===== src/rtl/mac_job_scheduler_if.sv =====
// Client-side bundle for mac_job_scheduler: two job requesters sharing one MAC.
// Ports: req_x/len_x job request and term count; a_x/b_x/op_valid_x operand
//   stream; op_ready_x operand accept; gnt_x datapath ownership;
//   res/res_valid/res_owner tagged job result (res holds between jobs).
interface mac_job_scheduler_if #(
   parameter int WIDTH     = 8,
   parameter int ACC_WIDTH = 16,
   parameter int LEN_WIDTH = 4
);
   logic                 req_0;
   logic                 req_1;
   logic [LEN_WIDTH-1:0] len_0;
   logic [LEN_WIDTH-1:0] len_1;
   logic [WIDTH-1:0]     a_0;
   logic [WIDTH-1:0]     b_0;
   logic [WIDTH-1:0]     a_1;
   logic [WIDTH-1:0]     b_1;
   logic                 op_valid_0;
   logic                 op_valid_1;
   logic                 op_ready_0;
   logic                 op_ready_1;
   logic                 gnt_0;
   logic                 gnt_1;
   logic [ACC_WIDTH-1:0] res;
   logic                 res_valid;
   logic                 res_owner;

   modport master (
      output req_0, req_1, len_0, len_1,
      output a_0, b_0, a_1, b_1,
      output op_valid_0, op_valid_1,
      input  op_ready_0, op_ready_1,
      input  gnt_0, gnt_1,
      input  res, res_valid, res_owner
   );

   modport slave (
      input  req_0, req_1, len_0, len_1,
      input  a_0, b_0, a_1, b_1,
      input  op_valid_0, op_valid_1,
      output op_ready_0, op_ready_1,
      output gnt_0, gnt_1,
      output res, res_valid, res_owner
   );
endinterface


===== src/rtl/mac_job_scheduler.sv =====
// Round-robin scheduler sharing one registered multiply/accumulate datapath.
// Ports: clk; reset (async, active-low); bus (slave side of the job bundle).
module mac_job_scheduler #(
   parameter int WIDTH     = 8,
   parameter int ACC_WIDTH = 16,
   parameter int LEN_WIDTH = 4
) (
   input logic                clk,
   input logic                reset,
   mac_job_scheduler_if.slave bus
);

   typedef enum logic [1:0] {
      IDLE,
      FEED,
      DRAIN,
      DONE
   } state_t;

   state_t               state_q, state_d;
   logic                 owner_q, owner_d;
   logic                 last_q, last_d;
   logic [LEN_WIDTH-1:0] count_q, count_d;
   logic [ACC_WIDTH-1:0] mult_q, mult_d;
   logic [ACC_WIDTH-1:0] accum_q, accum_d;
   logic [ACC_WIDTH-1:0] res_q, res_d;
   logic                 res_own_q, res_own_d;
   logic                 pipe_v_q, pipe_v_d;

   logic [WIDTH-1:0]     a_sel;
   logic [WIDTH-1:0]     b_sel;
   logic                 valid_sel;
   logic                 accept;
   logic                 winner;
   logic                 any_req;
   logic [LEN_WIDTH-1:0] win_len;
   logic [2*WIDTH-1:0]   prod;
   logic [ACC_WIDTH-1:0] acc_sum;

   // Only the owner's operand stream reaches the multiplier.
   assign a_sel     = owner_q ? bus.a_1 : bus.a_0;
   assign b_sel     = owner_q ? bus.b_1 : bus.b_0;
   assign valid_sel = owner_q ? bus.op_valid_1 : bus.op_valid_0;
   assign accept    = (state_q == FEED) & valid_sel;

   assign prod = {{WIDTH{1'b0}}, a_sel} * {{WIDTH{1'b0}}, b_sel};
   assign acc_sum = accum_q + mult_q;

   // Tie goes to whoever did not win last time.
   assign any_req = bus.req_0 | bus.req_1;
   assign winner  = (bus.req_0 & bus.req_1) ? ~last_q : bus.req_1;
   assign win_len = winner ? bus.len_1 : bus.len_0;

   always_comb begin
      state_d   = state_q;
      owner_d   = owner_q;
      last_d    = last_q;
      count_d   = count_q;
      mult_d    = mult_q;
      pipe_v_d  = 1'b0;
      res_d     = res_q;
      res_own_d = res_own_q;
      accum_d   = pipe_v_q ? acc_sum : accum_q;

      unique case (state_q)
         IDLE: begin
            if (any_req) begin
               owner_d = winner;
               last_d  = winner;
               count_d = win_len;
               accum_d = '0;
               if (win_len == '0) begin
                  state_d   = DONE;
                  res_d     = '0;
                  res_own_d = winner;
               end else begin
                  state_d = FEED;
               end
            end
         end
         FEED: begin
            if (accept) begin
               mult_d   = ACC_WIDTH'(prod);
               pipe_v_d = 1'b1;
               count_d  = count_q - 1'b1;
               if (count_q == LEN_WIDTH'(1)) begin
                  state_d = DRAIN;
               end
            end
         end
         DRAIN: begin
            // Last product lands this edge; capture the final sum directly.
            state_d   = DONE;
            res_d     = accum_d;
            res_own_d = owner_q;
         end
         DONE: begin
            state_d = IDLE;
         end
         default: begin
            state_d = IDLE;
         end
      endcase
   end

   always_ff @(posedge clk or negedge reset) begin
      if (!reset) begin
         state_q   <= IDLE;
         owner_q   <= 1'b0;
         last_q    <= 1'b1;
         count_q   <= '0;
         mult_q    <= '0;
         accum_q   <= '0;
         res_q     <= '0;
         res_own_q <= 1'b0;
         pipe_v_q  <= 1'b0;
      end else begin
         state_q   <= state_d;
         owner_q   <= owner_d;
         last_q    <= last_d;
         count_q   <= count_d;
         mult_q    <= mult_d;
         accum_q   <= accum_d;
         res_q     <= res_d;
         res_own_q <= res_own_d;
         pipe_v_q  <= pipe_v_d;
      end
   end

   assign bus.op_ready_0 = (state_q == FEED) & ~owner_q;
   assign bus.op_ready_1 = (state_q == FEED) & owner_q;
   assign bus.gnt_0      = (state_q != IDLE) & ~owner_q;
   assign bus.gnt_1      = (state_q != IDLE) & owner_q;
   assign bus.res        = res_q;
   assign bus.res_valid  = (state_q == DONE);
   assign bus.res_owner  = res_own_q;

endmodule


===== src/flat_wrapper.sv =====
// flat-port wrapper written by rule: the top's interface ports become plain ports
module mac_job_scheduler_flat 
#(
   parameter int WIDTH     = 8,
   parameter int ACC_WIDTH = 16,
   parameter int LEN_WIDTH = 4
)
  (clk, reset, bus_req_0, bus_req_1, bus_len_0, bus_len_1, bus_a_0, bus_b_0, bus_a_1, bus_b_1, bus_op_valid_0, bus_op_valid_1, bus_op_ready_0, bus_op_ready_1, bus_gnt_0, bus_gnt_1, bus_res, bus_res_valid, bus_res_owner);
  mac_job_scheduler_if #(.WIDTH(WIDTH), .ACC_WIDTH(ACC_WIDTH), .LEN_WIDTH(LEN_WIDTH)) bus_i ();
  input logic clk;
  input logic reset;
  input wire logic [$bits(bus_i.req_0)-1:0] bus_req_0;
  input wire logic [$bits(bus_i.req_1)-1:0] bus_req_1;
  input wire logic [$bits(bus_i.len_0)-1:0] bus_len_0;
  input wire logic [$bits(bus_i.len_1)-1:0] bus_len_1;
  input wire logic [$bits(bus_i.a_0)-1:0] bus_a_0;
  input wire logic [$bits(bus_i.b_0)-1:0] bus_b_0;
  input wire logic [$bits(bus_i.a_1)-1:0] bus_a_1;
  input wire logic [$bits(bus_i.b_1)-1:0] bus_b_1;
  input wire logic [$bits(bus_i.op_valid_0)-1:0] bus_op_valid_0;
  input wire logic [$bits(bus_i.op_valid_1)-1:0] bus_op_valid_1;
  output wire logic [$bits(bus_i.op_ready_0)-1:0] bus_op_ready_0;
  output wire logic [$bits(bus_i.op_ready_1)-1:0] bus_op_ready_1;
  output wire logic [$bits(bus_i.gnt_0)-1:0] bus_gnt_0;
  output wire logic [$bits(bus_i.gnt_1)-1:0] bus_gnt_1;
  output wire logic [$bits(bus_i.res)-1:0] bus_res;
  output wire logic [$bits(bus_i.res_valid)-1:0] bus_res_valid;
  output wire logic [$bits(bus_i.res_owner)-1:0] bus_res_owner;
  assign bus_i.req_0 = bus_req_0;
  assign bus_i.req_1 = bus_req_1;
  assign bus_i.len_0 = bus_len_0;
  assign bus_i.len_1 = bus_len_1;
  assign bus_i.a_0 = bus_a_0;
  assign bus_i.b_0 = bus_b_0;
  assign bus_i.a_1 = bus_a_1;
  assign bus_i.b_1 = bus_b_1;
  assign bus_i.op_valid_0 = bus_op_valid_0;
  assign bus_i.op_valid_1 = bus_op_valid_1;
  assign bus_op_ready_0 = bus_i.op_ready_0;
  assign bus_op_ready_1 = bus_i.op_ready_1;
  assign bus_gnt_0 = bus_i.gnt_0;
  assign bus_gnt_1 = bus_i.gnt_1;
  assign bus_res = bus_i.res;
  assign bus_res_valid = bus_i.res_valid;
  assign bus_res_owner = bus_i.res_owner;
  mac_job_scheduler #(.WIDTH(WIDTH), .ACC_WIDTH(ACC_WIDTH), .LEN_WIDTH(LEN_WIDTH)) u_core (.clk(clk), .reset(reset), .bus(bus_i));
endmodule

===== config.mk =====
export PLATFORM = sky130hd
export DESIGN_NAME = mac_job_scheduler_flat
export DESIGN_NICKNAME = d
export VERILOG_FILES = /design/src/rtl/mac_job_scheduler_if.sv /design/src/rtl/mac_job_scheduler.sv /design/src/flat_wrapper.sv
export SDC_FILE = /design/constraint.sdc
export NUM_CORES = 1
export LEC_CHECK = 0
export ABC_AREA = 1
export BUFFER_PORTS_ARGS = -buffer_cell sky130_fd_sc_hd__clkbuf_2
export CAP_MARGIN = 20
export CORE_MARGIN = 1
export CORE_UTILIZATION = 35
export DETAILED_ROUTE_END_ITERATION = 12
export MAX_ROUTING_LAYER = met4
export PLACE_DENSITY = 0.49
export SKIP_LAST_GASP = 1
export SLEW_MARGIN = 10
export SYNTH_ARGS = -nofsm -noshare
export SYNTH_HDL_FRONTEND = slang
export SYNTH_SLANG_ARGS = --single-unit

===== constraint.sdc =====
create_clock -name clk -period 9.7 [get_ports clk]
set_clock_uncertainty 0.2 [all_clocks]
set_input_delay 1.94 -clock clk [delete_from_list [all_inputs] [get_ports clk]]
set_output_delay 1.94 -clock clk [all_outputs]
set_load 0.05 [all_outputs]

==> qor.yml, run 1 <==
rsz0062_at_grt: "false"
port_buffers: 67
worst_pin_slew_ns: 0.832
yosysUniqueCellTypes: 43
die-area_mm2: 0.0171
vias_per_cell: 4.67
grt_pass1_wl_um: 23500
end_kind: "flip-flop"
ios: 68
cts_root_buf: "clkbuf_16"
insertion_delay_ns: 0.33
dieHeight_um: 131
cts_resized: 0
worstPathCellList: "clkbuf_2, or2_2, o21ai_1, nor2_1, fa_1, inv_1, fa_1, inv_1, fa_1, inv_1, fa_1, inv_1, ha_1, a21oi_1, o21ai_0, nand2_1, nand3_1, nand2_1, nand3_1, nand2_1"
worst_path_max_delay_cell: "fa_1"
final_cell_mix: "nand2_1 (199), inv_1 (134), nor2_1 (88)"
cts_buffers: 9
die_x_um: 131
avgSynthCellArea_um2: 7.41
ant_nets: 0
rrSetupSlack_ns: 4.06
wl_um: 13600
yosys_warnings: 0
cts.hold.buffers_added: 0
synth_cells: 783
crit_path_max_fanout: 7
min_period_ns: 6.15
seq_area_frac_synth: 0.250
cpPeakStageDelay_ns: 0.56
drtIter0Drc: 220
cap_viol_max_count: 0
post_cts_buffers: 0
final_cells: 1074
drive_above_1_share: 0.154
syn_to_final_growth_pct: 15.0
antenna_cells: 0
finalHoldViolations: 0
fmax_ghz: 0.162
syn-cell-area_mm2: 0.00580
initial_core_util: 0.361
core_mm2: 0.0161
hold_path.class: "flip-flop to flip-flop"
grt_pass1_vias: 5026
clkSinkCount: 58
synth.ff_latch_count: 58
num_rows: 46
vias: 5020
fillers: 1706
synth_nets: 923
cp_data_required_time_ns: 9.72
cts_buffer_depth: 2
cts_tree: "done"
cp-start-kind: "primary input"
grt_start_max_net_pins: 59
grt_use_total: 0.183
nNetsFinal: 993
crit_buf_inv: 5
status: "complete, no violations"
final_common_cell: "nand2_1"
critical_path_class: "primary input to flip-flop"
wl_per_cell_um: 12.7
path_delay_family: "adder cells"
crit_arrival_ns: 6.17
antenna_found_initial: 0
dr.pass1.iters: 4
place_inst: 1058
htree_levels: 3
dp_hpwl_um: 11100
slew_violations: 0
post-route-period-util: 0.635
path_clk_slew_ns: 0.05
setup_tns_ns: 0
gr-total-overflow: 0
drc_errors: 0
setup_violations: 0
slew_headroom: 0.440
place_congestion: 0.846
## registers in the layout, summed over array words and instances, names as in the netlist
register / cells
u_core.accum_q: 16
u_core.bus.res: 16
u_core.mult_q: 16
u_core.count_q: 4
u_core.state_q: 2
u_core.bus.res_owner: 1
u_core.last_q: 1
u_core.owner_q: 1
u_core.pipe_v_q: 1
## per-layer routing
metal	track usage	up-vias	part of all wire
met5	-	-	0
met4	0.0615	0	0.016
met3	0.0240	14	0.021
met2	0.312	61	0.48
met1	0.224	2354	0.48
li1	-	2591	-
## stage by stage
step | utilization | hold WS [ns] | instance area, µm² | setup slack (ns)
finish | 0.415 | 0.275 | 6670 | 3.55
global route | 0.415 | 0.293 | 6670 | 3.24
CTS | 0.415 | 0.280 | 6670 | 3.57
detailed placement | 0.397 | 0.266 | 6370 | 3.23
global placement | 0.397 | 0.262 | 6370 | 3.23
floorplan | - | 0.244 | 5800 | 3.64
## cell families (layout without fill, tap and decap cells)
group                    Yosys count  in the layout  share of synthesized area
adder cells (fa/ha/maj)           94             94                      0.251
XOR/XNOR                           9              9                     0.0136
buffers and inverters            153            228                      0.103
AND/OR/NAND/NOR                  379            379                      0.282
multiplexers                       9              9                     0.0155
AO/OA/AOI/OAI                     81             81                     0.0848
flip-flops                        58             58                      0.250
## cells in the mapped netlist, drive strengths merged
| cell | instances | area [µm²] |
|---|---|---|
| a31oi | 8 | 50.1 |
| nand4 | 7 | 43.8 |
| a21o | 2 | 15.0 |
| a21oi | 22 | 121 |
| or2 | 21 | 131 |
| mux2i | 9 | 90.1 |
| clkinv | 2 | 12.5 |
| clkbuf | 4 | 15.0 |
| ha | 57 | 713 |
| nor3 | 6 | 30.0 |
| o22ai | 2 | 12.5 |
| xor2 | 3 | 26.3 |
| o31ai | 1 | 7.51 |
| buf | 7 | 42.5 |
| a41oi | 1 | 8.76 |
| inv | 140 | 526 |
| fa | 37 | 741 |
| nor2 | 93 | 385 |
| xnor2 | 6 | 52.6 |
| nand2 | 205 | 808 |
| o221ai | 1 | 8.76 |
| and2 | 3 | 18.8 |
| o21ai | 39 | 225 |
| nand3 | 44 | 220 |
| dfstp | 1 | 26.3 |
| dfrtp | 57 | 1430 |
| o211ai | 5 | 42.5 |
## final cells by class
type                            instances  area (µm²)  share of cell area
Clock buffer                           14         264              0.0396
Tap cell                              216         270              0.0405
Inverter                              142         538              0.0807
Clock inverter                          2        35.0             0.00525
Timing Repair Buffer                   70         358              0.0536
Multi-Input combinational cell        572        3750               0.563
Sequential cell                        58        1450               0.218
## worst reg2reg max path: stages (launching register included)
cell     delay [ns]
dfrtp_1        0.89
inv_2          0.23
or2_2          0.33
o21ai_1        0.37
nor2_1         0.16
fa_1           0.56
inv_1          0.05
fa_1           0.52
inv_1          0.05
fa_1           0.47
inv_1          0.05
fa_1           0.47
inv_1          0.04
ha_1           0.33
a21oi_1        0.11
o21ai_0        0.29
nand2_1        0.13
nand3_1        0.10
nand2_1        0.05
nand3_1        0.08
nand2_1        0.05
## final timing paths
check                                                     from                              to  cells past startpoint
worst max-delay path                                bus_b_1[2]   u_core.mult_q[14]$_DFFE_PN0P_                     20
worst min-delay path            u_core.bus.res[11]$_DFFE_PN0P_  u_core.bus.res[11]$_DFFE_PN0P_                      2
worst max register to register      u_core.owner_q$_DFFE_PN0P_   u_core.mult_q[14]$_DFFE_PN0P_                     20
worst min register to register  u_core.bus.res[11]$_DFFE_PN0P_  u_core.bus.res[11]$_DFFE_PN0P_                      2
max in group asynchronous                                reset    u_core.mult_q[5]$_DFFE_PN0P_                      2
min in group asynchronous                                reset   u_core.state_q[0]$_DFFE_PN0P_                      2
Power of run 1 is not shown: default switching activity piles up to over one toggle a cycle in this logic, so the estimate is an artifact.
==> run 2: changes to the inputs <==
- PLACE_DENSITY: 0.49 -> 0.51
- clock period: 9.7 -> 5.2 ns (I/O delays scaled with it)
==> run 2 against run 1 <==
Effect of this change:
- die area unchanged
- sequential share of layout area decreased by 0.96 points
- global-route usage about the same
- clock-buffer cell count decreased by 3
- core utilization increased by 1.9 points
- first-iteration DRC count decreased by 24%
- routed wire length decreased by 1.2%
- setup slack got worse by 3.3 ns
- hold slack got worse by 0.0078 ns
- highest routed layer unchanged
==> qor.yml, run 2 (synthesis gave the netlist of run 1 again) <==
status: "complete, no violations"  # unchanged
ant_nets: 0  # unchanged
htree_levels: 3  # unchanged
hold_path.class: "flip-flop to flip-flop"  # unchanged
post-route-period-util: 0.947
critical_path_class: "primary input to flip-flop"  # unchanged
antenna_found_initial: 0  # unchanged
grt_start_max_net_pins: 55  # was 59
wl_um: 13400  # was 13600 µm
final_cells: 1111  # was 1074
worst_pin_slew_ns: 0.697  # was 0.832 ns
drtIter0Drc: 167  # was 220
cap_viol_max_count: 0  # unchanged
slew_headroom: 0.535  # was 0.440
cts_buffer_depth: 2  # unchanged
core_mm2: 0.0161  # unchanged
rsz0062_at_grt: "true"  # was false
cp-start-kind: "primary input"  # unchanged
place_congestion: 0.848  # was 0.846
drive_above_1_share: 0.193  # was 0.154
antenna_cells: 0  # unchanged
grt_pass1_vias: 5188  # was 5026
place_inst: 1095  # was 1058
initial_core_util: 0.361  # unchanged
num_rows: 46  # unchanged
ff2ff_path_depth: 18  # was 20
nNetsFinal: 1030  # was 993
crit_arrival_ns: 4.97  # was 6.17 ns
vias: 4997  # was 5020
cts_resized: 0  # unchanged
min_from: "u_core.last_q$_DFFE_PN1P_"  # was u_core.bus.res[11]$_DFFE_PN0P_
gr-total-overflow: 0  # unchanged
syn_to_final_growth_pct: 20.3  # was 15.0%
setup_violations: 0  # unchanged
r2r-start: "u_core.owner_q$_DFFE_PN0P_"  # unchanged
final_cell_mix: "nand2_1 (199), inv_1 (134), nor2_1 (88)"  # unchanged
die_x_um: 131  # unchanged
insertion_delay_ns: 0.33  # about the same
dr.pass1.iters: 4  # unchanged
cts.hold.buffers_added: 0  # unchanged
crit_path_max_fanout: 4  # was 7
end_kind: "flip-flop"  # unchanged
port_buffers: 67  # unchanged
finalHoldViolations: 0  # unchanged
wl_per_cell_um: 12.1  # was 12.7 µm
post_cts_buffers: 0  # unchanged
slew_violations: 0  # unchanged
min_period_ns: 4.92
crit_start: "bus_b_1[3]"  # was bus_b_1[2]
grt_pass1_wl_um: 23800  # was 23500 µm
path_clk_slew_ns: 0.06  # was 0.05 ns
cts_buffers: 9  # unchanged
fillers: 1688  # was 1706
drc_errors: 0  # unchanged
fmax_ghz: 0.203
ios: 68  # unchanged
cts_tree: "done"  # unchanged
die-area_mm2: 0.0171  # unchanged
cts_root_buf: "clkbuf_16"  # unchanged
grt_use_total: 0.184  # was 0.183
holdPathStages: 2  # unchanged
dp_hpwl_um: 11100  # about the same
dieHeight_um: 131  # unchanged
vias_per_cell: 4.50  # was 4.67
clkSinkCount: 58  # unchanged
final_common_cell: "nand2_1"  # unchanged
cp_data_required_time_ns: 5.25  # was 9.72 ns
==> run 2: routing by layer <==
layer	global-route usage	wire length [µm]	vias up
li1	-	-	2668
met1	0.223	6510	2265
met2	0.321	6480	50
met3	0.0220	249	14
met4	0.0521	185	0
met5	-	0	-
==> run 2: worst paths after layout <==
check	endpoint	slack, ns
hold reg to reg	u_core.last_q$_DFFE_PN1P_	0.27
setup reg to reg	u_core.mult_q[9]$_DFFE_PN0P_	0.52
setup / recovery	u_core.mult_q[11]$_DFFE_PN0P_	0.28
max in group asynchronous	u_core.bus.res[12]$_DFFE_PN0P_	3.58
hold / removal	u_core.last_q$_DFFE_PN1P_	0.27
min in group asynchronous	u_core.count_q[0]$_DFFE_PN0P_	0.31
==> run 2: metrics by stage <==
stage               utilization  setup slack, ns  cell area [µm²]  TNS, ns  hold WS [ns]
floorplan                     -           0.0417             5800        0         0.244
global placement          0.414           -0.141             6650   -0.843         0.261
detailed placement        0.414           -0.174             6650    -1.06         0.261
CTS                       0.434            0.162             6970        0         0.269
global route              0.434          -0.0163             6980  -0.0253         0.298
finish                    0.434            0.276             6980        0         0.267
==> run 2: area by class of cell <==
| class | instances | area, µm² | area share |
|---|---|---|---|
| Tap cell | 216 | 270 | 0.0387 |
| Clock inverter | 5 | 77.6 | 0.0111 |
| Timing Repair Buffer | 107 | 636 | 0.0911 |
| Sequential cell | 58 | 1450 | 0.208 |
| Inverter | 142 | 538 | 0.0771 |
| Multi-Input combinational cell | 572 | 3760 | 0.539 |
| Clock buffer | 11 | 243 | 0.0348 |
==> run 2: worst max-delay path, stage by stage <==
cell      delay, ns
clkbuf_2       0.08
or2_2          0.28
o21ai_1        0.16
buf_4          0.19
nor2_1         0.06
fa_1           0.51
inv_1          0.05
fa_1           0.55
fa_1           0.43
fa_1           0.49
inv_1          0.04
ha_1           0.34
nand2_1        0.10
o21ai_0        0.25
inv_1          0.09
a21o_1         0.16
a31oi_1        0.14
Power of run 2 is left out for the same reason.
